File: config.mk
export PLATFORM = sky130hd
export DESIGN_NAME = mean_compens_ctrl
export DESIGN_NICKNAME = d
export VERILOG_FILES = /design/src/rtl/mean_compens_ctrl.sv
export SDC_FILE = /design/constraint.sdc
export NUM_CORES = 1
export LEC_CHECK = 0
export CAP_MARGIN = 40
export CELL_PAD_IN_SITES_DETAIL_PLACEMENT = 1
export CELL_PAD_IN_SITES_GLOBAL_PLACEMENT = 1
export CORE_MARGIN = 4
export CORE_UTILIZATION = 42
export CTS_CLUSTER_SIZE = 12
export DETAILED_ROUTE_END_ITERATION = 8
export PLACE_DENSITY_LB_ADDON = 0.1
export SYNTH_ARGS = -nofsm -noshare
export SYNTH_HDL_FRONTEND = slang
export SYNTH_SLANG_ARGS = --single-unit
File: constraint.sdc
create_clock -name clk -period 4 [get_ports clk]
set_input_delay 0.8 -clock clk [delete_from_list [all_inputs] [get_ports clk]]
set_output_delay 0.8 -clock clk [all_outputs]
set_load 0.02 [all_outputs]
File: src/rtl/mean_compens_ctrl.sv
// Gear-shift controller for mean_compens_v2: steps tau_rc up as the residual mean settles, flags lock.
// Optional MEAN_CTRL_FREEZE_EN adds a freeze input and a comp_hold output.
module mean_compens_ctrl #(
   parameter int unsigned WIDTH      = 14,
   parameter int unsigned WIN_N      = 10,
   parameter int unsigned TAU_MIN    = 4,
   parameter int unsigned TAU_MAX    = 15,
   parameter int unsigned LOCK_THR   = 4,
   parameter int unsigned UNLOCK_THR = 64,
   parameter int unsigned LOCK_WIN   = 4
) (
   input  logic                    clk,
   input  logic                    resetn,
   input  logic                    start,
   input  logic signed [WIDTH-1:0] data_in,
   input  logic                    valid_in,
`ifdef MEAN_CTRL_FREEZE_EN
   input  logic                    freeze,
   output logic                    comp_hold,
`endif
   output logic [4:0]              tau_rc,
   output logic                    comp_clr,
   output logic                    locked,
   output logic [1:0]              state,
   output logic signed [WIDTH-1:0] win_mean,
   output logic [7:0]              relock_cnt
);

   localparam int unsigned AW = WIDTH + WIN_N;
   localparam int unsigned GW = $clog2(LOCK_WIN + 1);

   typedef enum logic [1:0] {
      StIdle  = 2'd0,
      StClear = 2'd1,
      StAcq   = 2'd2,
      StTrack = 2'd3
   } state_e;

   state_e                  r_state;
   state_e                  w_state_nxt;

   logic signed [AW-1:0]    r_acc;
   logic signed [AW-1:0]    r_sum;
   logic signed [AW-1:0]    w_acc_nxt;
   logic [WIN_N-1:0]        r_cnt;
   logic                    r_pend;
   logic [4:0]              r_tau;
   logic [GW-1:0]           r_good;
   logic [GW-1:0]           w_good_inc;
   logic signed [WIDTH-1:0] r_mean;
   logic signed [WIDTH-1:0] w_mean;
   logic signed [WIDTH:0]   w_mean_x;
   logic [WIDTH:0]          w_abs;
   logic [7:0]              r_relock;

   logic w_active;
   logic w_frz;
   logic w_done;
   logic w_last;
   logic w_good_win;
   logic w_unlock;
   logic w_tau_top;
   logic w_lock_hit;

   assign w_active = (r_state == StAcq) || (r_state == StTrack);

`ifdef MEAN_CTRL_FREEZE_EN
   assign w_frz = freeze & w_active;
`else
   assign w_frz = 1'b0;
`endif

   // A completed window is evaluated the cycle after its last sample; freeze defers it.
   assign w_done    = r_pend & w_active & ~w_frz;
   assign w_acc_nxt = r_acc + AW'(data_in);
   assign w_last    = w_active & ~w_frz & valid_in & (r_cnt == '1);

   // Magnitude in WIDTH+1 bits so the most negative mean does not wrap.
   assign w_mean     = WIDTH'(r_sum >>> WIN_N);
   assign w_mean_x   = {w_mean[WIDTH-1], w_mean};
   assign w_abs      = w_mean_x[WIDTH] ? -w_mean_x : w_mean_x;
   assign w_good_win = w_abs <= (WIDTH+1)'(LOCK_THR);
   assign w_unlock   = w_abs > (WIDTH+1)'(UNLOCK_THR);
   assign w_tau_top  = r_tau >= 5'(TAU_MAX);
   assign w_good_inc = r_good + 1'b1;
   assign w_lock_hit = w_good_inc == GW'(LOCK_WIN);

   always_ff @(posedge clk) begin
      if (!resetn) begin
         r_state <= StIdle;
      end else begin
         r_state <= w_state_nxt;
      end
   end

   always_comb begin
      w_state_nxt = r_state;
      if (start) begin
         w_state_nxt = StClear;
      end else begin
         unique case (r_state)
            StIdle:  w_state_nxt = StIdle;
            StClear: w_state_nxt = StAcq;
            StAcq: begin
               if (w_done && w_good_win && w_tau_top && w_lock_hit) begin
                  w_state_nxt = StTrack;
               end
            end
            StTrack: begin
               if (w_done && w_unlock) begin
                  w_state_nxt = StClear;
               end
            end
            default: w_state_nxt = StIdle;
         endcase
      end
   end

   always_comb begin
      comp_clr   = (r_state == StClear);
      locked     = (r_state == StTrack);
      state      = r_state;
      tau_rc     = r_tau;
      win_mean   = r_mean;
      relock_cnt = r_relock;
`ifdef MEAN_CTRL_FREEZE_EN
      comp_hold  = w_frz;
`endif
   end

   always_ff @(posedge clk) begin
      if (!resetn) begin
         r_acc    <= '0;
         r_sum    <= '0;
         r_cnt    <= '0;
         r_pend   <= 1'b0;
         r_tau    <= 5'(TAU_MIN);
         r_good   <= '0;
         r_mean   <= '0;
         r_relock <= '0;
      end else begin
         if (!w_active) begin
            r_acc  <= '0;
            r_cnt  <= '0;
            r_pend <= 1'b0;
         end else begin
            if (w_done) begin
               r_pend <= 1'b0;
            end
            if (!w_frz && valid_in) begin
               if (w_last) begin
                  r_sum  <= w_acc_nxt;
                  r_acc  <= '0;
                  r_cnt  <= '0;
                  r_pend <= 1'b1;
               end else begin
                  r_acc <= w_acc_nxt;
                  r_cnt <= r_cnt + 1'b1;
               end
            end
         end

         if (r_state == StClear) begin
            r_tau  <= 5'(TAU_MIN);
            r_good <= '0;
         end

         if (w_done) begin
            r_mean <= w_mean;
         end

         // A coincident start discards the window's effect on tau and lock progress.
         if (w_done && !start) begin
            if (r_state == StAcq) begin
               if (!w_good_win) begin
                  r_good <= '0;
               end else if (!w_tau_top) begin
                  r_tau  <= r_tau + 5'd1;
                  r_good <= '0;
               end else begin
                  r_good <= w_good_inc;
               end
            end else if (w_unlock && (r_relock != 8'hFF)) begin
               r_relock <= r_relock + 8'd1;
            end
         end
      end
   end

endmodule
=== Word-level counts from Yosys, hierarchy flattened ===
Index checks and enable logic that the tools add are counted.

* Latch bits: 0
* Output and inout port bits: 31
* Input port bits: 18
* Memories: 0
* Word-level logic and storage cells: 69
* Memory bits (read-only): 0
* Bits in writable memories: 0
* Flip-flop bits (word level): 91

* Reduce and logical (&&, ||, !) cells: 15
* Muxes and demuxes: 20
* Shift operators: 0
* Magnitude comparators: 3
* Add/subtract/negate cells: 6
* Bitwise operators: 5
* Divide/modulo/power cells: 0
* Equal/unequal tests: 10
* $mul: 0

{| class="wikitable"
|+ Operators with widths
! cell !! count
|-
| $mux 5 || 5
|-
| $add 24x14->24 || 1
|-
| $mux 24 || 1
|-
| $gt 15x7->1 const B || 1
|-
| $le 15x3->1 const B || 1
|-
| $mux 15 || 1
|-
| $mux 3 || 5
|-
| $neg 14->15 || 1
|-
| $add 10x1->10 const B || 1
|-
| $eq 10x10->1 const B || 1
|-
| $mux 10 || 1
|-
| $add 8x1->8 const B || 1
|-
| $ne 8x8->1 const B || 1
|-
| $pmux 2 s4 || 1
|-
| $logic_and 1x1->1 || 6
|-
| $ne 3x2->1 const B || 2
|-
| $reduce_and 2->1 || 3
|-
| $reduce_and 3->1 || 2
|-
| $add 5x1->5 const B || 1
|-
| $ge 5x4->1 const B || 1
|-
| $eq 2x2->1 const B || 2
|-
| $mux 1 || 4
|-
| $mux 2 || 2
|-
| $ne 2x1->1 const B || 2
|-
| other kinds (9) || 12
|}

=== Logic depth before layout (Yosys ltp) ===
Gate-level depths: netlist of run 1.

* Depth in word-level cells: 9
* Mapped depth: 11
* Gate-level depth less buffers: 11

=== Least setup slack after synthesis of run 1 ===
Ideal clock, no wire load.

* Kind: input to register
* Start: input port data_in[0]
* End: register r_acc[22]
* Arrival: 3.168 ns
* Library setup time: 0.129 ns
* Path slack: 0.703 ns
* Cell stages on the path: 10
* Required time: 3.871 ns
* Buffers on the path: 0
* Cells stage by stage: ha_1 > fa_1 > a21oi_1 > o31ai_1 > a2111oi_0 > o21ba_2 > a21oi_1 > o21a_1 > a311oi_1 > o21ai_0

* Longest elaborated chain between the ends: 2

{| class="wikitable"
|+ Ends and longest elaborated chain
! what !! RTL line !! source
|-
| start, declared || 15 || <nowiki>input logic signed [WIDTH-1:0] data_in,</nowiki>
|-
| $add 24x14->24 || 75 || <nowiki>assign w_acc_nxt = r_acc + AW'(data_in);</nowiki>
|-
| $mux 24 || 151 || <nowiki>if (w_last) begin</nowiki>
|-
| end signal, assigned || 157 || <nowiki>r_acc <= w_acc_nxt;</nowiki>
|-
| end, declared || 42 || <nowiki>logic signed [AW-1:0] r_acc;</nowiki>
|}

No other way between the ends.
A chain may end at the register's enable or synchronous reset.

=== Worst setup path in the final report of run 1 ===
* Start: input port data_in[0]
* End: register r_sum[22]

* Longest elaborated chain between the ends: 1

{| class="wikitable"
|+ Ends and longest elaborated chain
! what !! RTL line !! source
|-
| $add 24x14->24 || 75 ||
|-
| end signal, assigned || 152 || <nowiki>r_sum <= w_acc_nxt;</nowiki>
|-
| end, declared || 43 || <nowiki>logic signed [AW-1:0] r_sum;</nowiki>
|}

No other way between the ends.

==> metrics.txt, run 1 <==
status completed; FF+latch count, synth 81; total power 1.69 mW; max incr delay on CP 430 ps; CP Buf/Inv Count 2; CTS sink count 81; fin. max-slew vios 0; vias in the first global route 4,693; Synth Instances 593; kind of critical path input pin to flip-flop; Synth Area in XOR/XNOR 5.46%; slowest cell on the critical path a2111oi_0; Yosys Warn Count 0; reg-to-reg setup timing slack 610 ps; final worst path period share 87.4%; Synthesized Nets 644; final std cells w/o fill 792; top-count cell post-synth nand2_1; most used cell, CP a21oi_1; number of diodes 0; critical-path cell list clkdlybuf4s50_1, ha_1, fa_1, a21oi_1, o31ai_1, a2111oi_0, buf_4, o21ba_2, a21oi_1, o21a_1, a311oi_1, o21ai_0; design area 0.00558 mm2; DPL Wire Length 10,100 um; vias 4,506; Post-synth EDFFs 0; Vias/cell 5.69; antenna viol nets, final 0; WL final 13,300 um; Worst Path Max Fanout 4; CTS tree built; Mean Syn Cell Area 7.84 um2; Async SR Flop Fraction 0%; arrival time worst endpoint 3760 ps; Post-synth top cells 95 x nand2_1, 81 x dfxtp_1, 62 x a21oi_1; H-Tree Depth 3; Setup crit start data_in[0]; Worst setup SP type input pin; RSZ-0062 raised after global routing no; total of max-cap violations 0; ys flop type dfxtp_1; row count 38; wire per inst 16.8 um; post-synthesis mux area share 1.64%; area delta synth->final 20.0%; Critical Path End Type flip-flop; Rel. slew slack 47.0%; # IOs 49; post-route core utilization 51.5%; post-synthesis simple-gate area fraction 25.3%; Min-Delay Path Class flip-flop to flip-flop; Clock Tree Buf Depth 2; placed cells 775; Hold Crit Start win_mean[4]; Peak VDD IR 0.000222 V; area of the die 0.0128 mm2; Critical Path RT 4260 ps; largest family of logic cells by synthesized area simple AND/OR/NAND/NOR gates; Post-CTS Hold Buffers 0; Crit path max-delay family compound AO/OA/AOI/OAI gates; layout cell share with drive strength beyond 1 7.98%; remaining global-route overflow 0; Setup Skew 17.2 ps; Final nets 698; Post-CTS Setup Inserts 0; Least-Margin Pin Slew 792 ps; Initial Util 42.9%; post-synthesis cell type count 60; count of cells resized by post-cts repair 0; Fmax 0.286 GHz; Synth Area in Adders 9.04%; placer congestion estimate 0.889; overall routing resource usage 21.5%; mapped cell area 0.00465 mm2; clock root buffer clkbuf_8; clock transition at the registers of the reported paths 90 ps; initial drt markers 171; DRC Markers 0; Synth area leaders dfxtp_1 35%, ha_1 8.6%, nand2_1 7.7%; cell taking the most area after synthesis dfxtp_1; Min Hold Slack 461 ps; reg-to-reg startpoint r_sum[10]; later-pin clock latency in the skew report 390 ps; pre-CTS setup slack 122 ps; # setup viols final 0; Core Area 0.0108 mm2; post-synthesis compound-gate area fraction 20.3%; Die Width 113 um; Port Buffers 48; power density over the cells 304 mW/mm2; Num CTS Buffers 9; setup_tns 0 ps; Min Clock Period, post-route 3490 ps; first-pass GRT wire length 22,300 um; dpl cell area 0.00535 mm2; largest net degree at the start of global routing 41; register area share after synthesis 34.9%; leakage 2.17 nW; Final Hold Fails 0; die height 113 um; final worst slack 505 ps; 1st-pass router iterations 4; initial antenna violation count 0; Yosys top cell area share 34.9%
## placed cells by master, fill, tap and decap left out, types with 3 or more instances in the layout
| cell | netlist | routed |
|---|---|---|
| nand2_1 | 95 | 95 |
| dfxtp_1 | 81 | 81 |
| a21oi_1 | 62 | 62 |
| nor2_1 | 60 | 60 |
| clkdlybuf4s50_1 | 0 | 48 |
| nand3_1 | 36 | 36 |
| ha_1 | 32 | 32 |
| inv_1 | 20 | 20 |
| o21ai_0 | 20 | 20 |
| xnor2_1 | 16 | 16 |
| buf_4 | 0 | 15 |
| xor2_1 | 13 | 13 |
| a22oi_1 | 10 | 10 |
| nor3_1 | 9 | 9 |
| clkbuf_8 | 0 | 9 |
| a21o_1 | 8 | 8 |
| nand4_1 | 7 | 7 |
| o21bai_1 | 7 | 7 |
| nand2b_1 | 7 | 7 |
| a31oi_1 | 6 | 6 |
| and3_1 | 5 | 5 |
| o21a_1 | 5 | 5 |
| mux2i_1 | 5 | 5 |
| or3_1 | 5 | 5 |
| or2_2 | 4 | 4 |
| o31ai_1 | 4 | 4 |
| or3b_2 | 3 | 3 |
| o211ai_1 | 3 | 3 |
| nor4_1 | 3 | 3 |
| nor2b_1 | 3 | 3 |
| or4_1 | 3 | 3 |
| and2_1 | 3 | 3 |
| a21boi_0 | 3 | 3 |
## cells by family (layout without fill, tap and decap cells)
family | count (synthesis) | in the layout
adder cells (fa/ha/maj) | 33 | 33
AND/OR/NAND/NOR | 251 | 251
multiplexers | 7 | 7
AO/OA/AOI/OAI | 151 | 151
XOR/XNOR | 29 | 29
flip-flops | 81 | 81
buffers and inverters | 41 | 100
## flip-flops by register name, summed over array words and instances (netlist names)
register    flops
relock_cnt      8
r_cnt          10
win_mean       14
r_acc          24
tau_rc          5
r_pend          1
r_good          3
r_sum          14
state           2
## power breakdown
group	internal [mW]	total (mW)	switching (mW)	leakage, nW
Clock	0.357	0.705	0.348	0.106
Sequential	0.812	0.818	0.00581	0.653
Combinational	0.0721	0.172	0.0995	1.41
Total	1.24	1.69	0.453	2.17
## final timing paths
check	endpoint	cells past startpoint
min	win_mean[4]	2
max reg2reg	tau_rc[2]	11
min reg2reg	win_mean[4]	2
max	r_sum[22]	12
## tightest hold or removal path: cells and delay by family (launching register included)
kind	cells	cell delay, ps
flops	1	320
simple gates	1	50
compound gates	1	50
## routing by layer
layer | GRT usage (%) | vias up | wire length [um]
met1 | 25.2 | 2202 | 5970
met3 | 4.22 | 25 | 450
li1 | - | 2202 | -
met4 | 8.89 | 0 | 357
met2 | 38.2 | 77 | 6570
met5 | 0 | - | 0
## final cells by class
class | count | area, um2
timing repair buffer | 64 | 608
inverter | 20 | 75.1
multi-input combinational | 471 | 2870
clock inverter | 7 | 101
fill | 1356 | 5260
sequential | 81 | 1620
tap | 140 | 175
clock buffer | 9 | 124
Power figures use the tool's default switching activity.
==> run 2, diff against run 1 <==
- CTS_CLUSTER_SIZE: 12 -> not set
- RECOVER_POWER: not set -> 25
- REMOVE_ABC_BUFFERS: not set -> 1
==> run 2 against run 1 <==
Effect of this change: the flow now finishes with violations (max-capacitance violations, max-slew violations); design area shrank 0.52%; sequential power hardly changed; first-iteration DRC count is 0.58% higher; non-clock buffer count down 1; clock power down 7.5%; wire length fell by 4.1%; total power is 3.5% lower; largest cell class unchanged.
==> metrics.txt, run 2 (synthesis gave the netlist of run 1 again) <==
total of max-cap violations 1; Psw 429 uW; design area 0.00555 mm2; Int Pwr 1.21 mW; Core Area 0.0108 mm2; final worst path period share 89.1%; clock share of power 39.9%; vias 4,419; final worst slack 438 ps; Min Clock Period, post-route 3560 ps; dpl cell area 0.00533 mm2; area delta synth->final 19.4%; layout cell share with drive strength beyond 1 7.68%; arrival time worst endpoint 3820 ps; most frequent cells in the layout 95 x nand2_1, 81 x dfxtp_1, 62 x a21oi_1, 60 x nor2_1, 36 x nand3_1; Worst setup SP type input pin; failing checks max-capacitance violations, max-slew violations; Switching Fraction 26.2%; kind of critical path input pin to flip-flop; fillers 1,352; later-pin clock latency in the skew report 370 ps; Fmax 0.281 GHz; CTS tree built; pre-CTS setup slack 65.1 ps; max FFs per register 24; Met2 Wirelength 6160 um; Critical Path RT 4260 ps; register area 0.00162 mm2; fin. max-slew vios 41; # setup viols final 0; hold path cells 2; DRC Markers 0; Multi-input gate area 0.00287 mm2; Vias/cell 5.59; Post-CTS Hold Buffers 0; Min-Delay Path Class flip-flop to flip-flop; initial antenna violation count 0; Peak VDD IR 0.000228 V; H-Tree Depth 3; first-pass GRT wire length 21,800 um; sequential share of power 50.0%; Setup Skew 9.07 ps; antenna viol nets, final 0; Die Width 113 um; placer congestion estimate 0.874; Least-Margin Pin Slew 1810 ps; RSZ-0062 raised after global routing no; commonest non-fill, non-tap cell in the layout nand2_1; Initial Util 42.9%; post-route core utilization 51.2%; WL final 12,800 um; overall routing resource usage 20.6%; power density over the cells 295 mW/mm2; total power 1.64 mW; row count 38; Post-CTS Setup Inserts 0; Final Hold Fails 0; number of diodes 0; status finished, violations left; met1 wire length 5860 um; clock transition at the registers of the reported paths 90 ps; CTS sink count 81; wire length on met3 381 um; FF-to-FF path depth 11; leakage 2.20 nW; area of the die 0.0128 mm2; Port Buffers 48; Num CTS Buffers 9; die height 113 um; vias in the first global route 4,549; DPL Wire Length 9620 um; most flop-heavy register r_acc; largest net degree at the start of global routing 41; 1st-pass router iterations 4; count of cells resized by post-cts repair 0; clock root buffer clkbuf_8; Final nets 697; remaining global-route overflow 0; Gate power share 10.1%; Worst Path Max Fanout 4; Rel. slew slack -20.9%; Critical Path End Type flip-flop; # IOs 49; wire per inst 16.2 um; Clock Tree Buf Depth 2; top layer in use met4; setup_tns 0 ps; initial drt markers 172
## run 2: metal layers
metal / up-vias / GRT usage [%]
met3: 27 / 3.90
met4: 0 / 9.54
met2: 66 / 35.0
li1: 2201 / -
met1: 2125 / 25.2
met5: - / 0
## run 2: per-stage QoR
stage          hold slack, ps  instances
6_report                  454        791
2_1_floorplan             436        572
3_3_place_gp              442        774
3_5_place_dp              449        774
5_1_grt                   477        791
4_1_cts                   461        790
## run 2: layout make-up
type	count	area share, %
Sequential cell	81	29.2
Multi-Input combinational cell	471	51.8
Inverter	20	1.35
Clock inverter	5	1.15
Tap cell	140	3.16
Timing Repair Buffer	63	10.6
Clock buffer	11	2.73
## run 2: worst paths after layout
check                   start             to  slack (ps)
setup / recovery   data_in[0]      r_acc[22]         440
hold / removal    win_mean[9]    win_mean[9]         450
setup reg to reg    r_sum[10]  relock_cnt[3]         570
hold reg to reg   win_mean[9]    win_mean[9]         450
## run 2: critical path, stage by stage
cell and delay (ps):
clkdlybuf4s50_1 400, ha_1 230, fa_1 410, a21oi_1 280
o31ai_1 130, a2111oi_0 420, buf_4 200, o21ba_2 190
a21oi_1 90, o21a_1 210, a311oi_1 320, o21ai_0 130
## run 2: power by group through the flow
| stage | Clock [mW] | Combinational [mW] | Sequential (mW) |
|---|---|---|---|
| floorplan | 0 | 0.0953 | 0.837 |
| global placement | 0 | 0.161 | 0.836 |
| detailed placement | 0 | 0.167 | 0.837 |
| CTS | 0.678 | 0.168 | 0.818 |
| global route | 0.705 | 0.185 | 0.819 |
| finish | 0.652 | 0.166 | 0.818 |
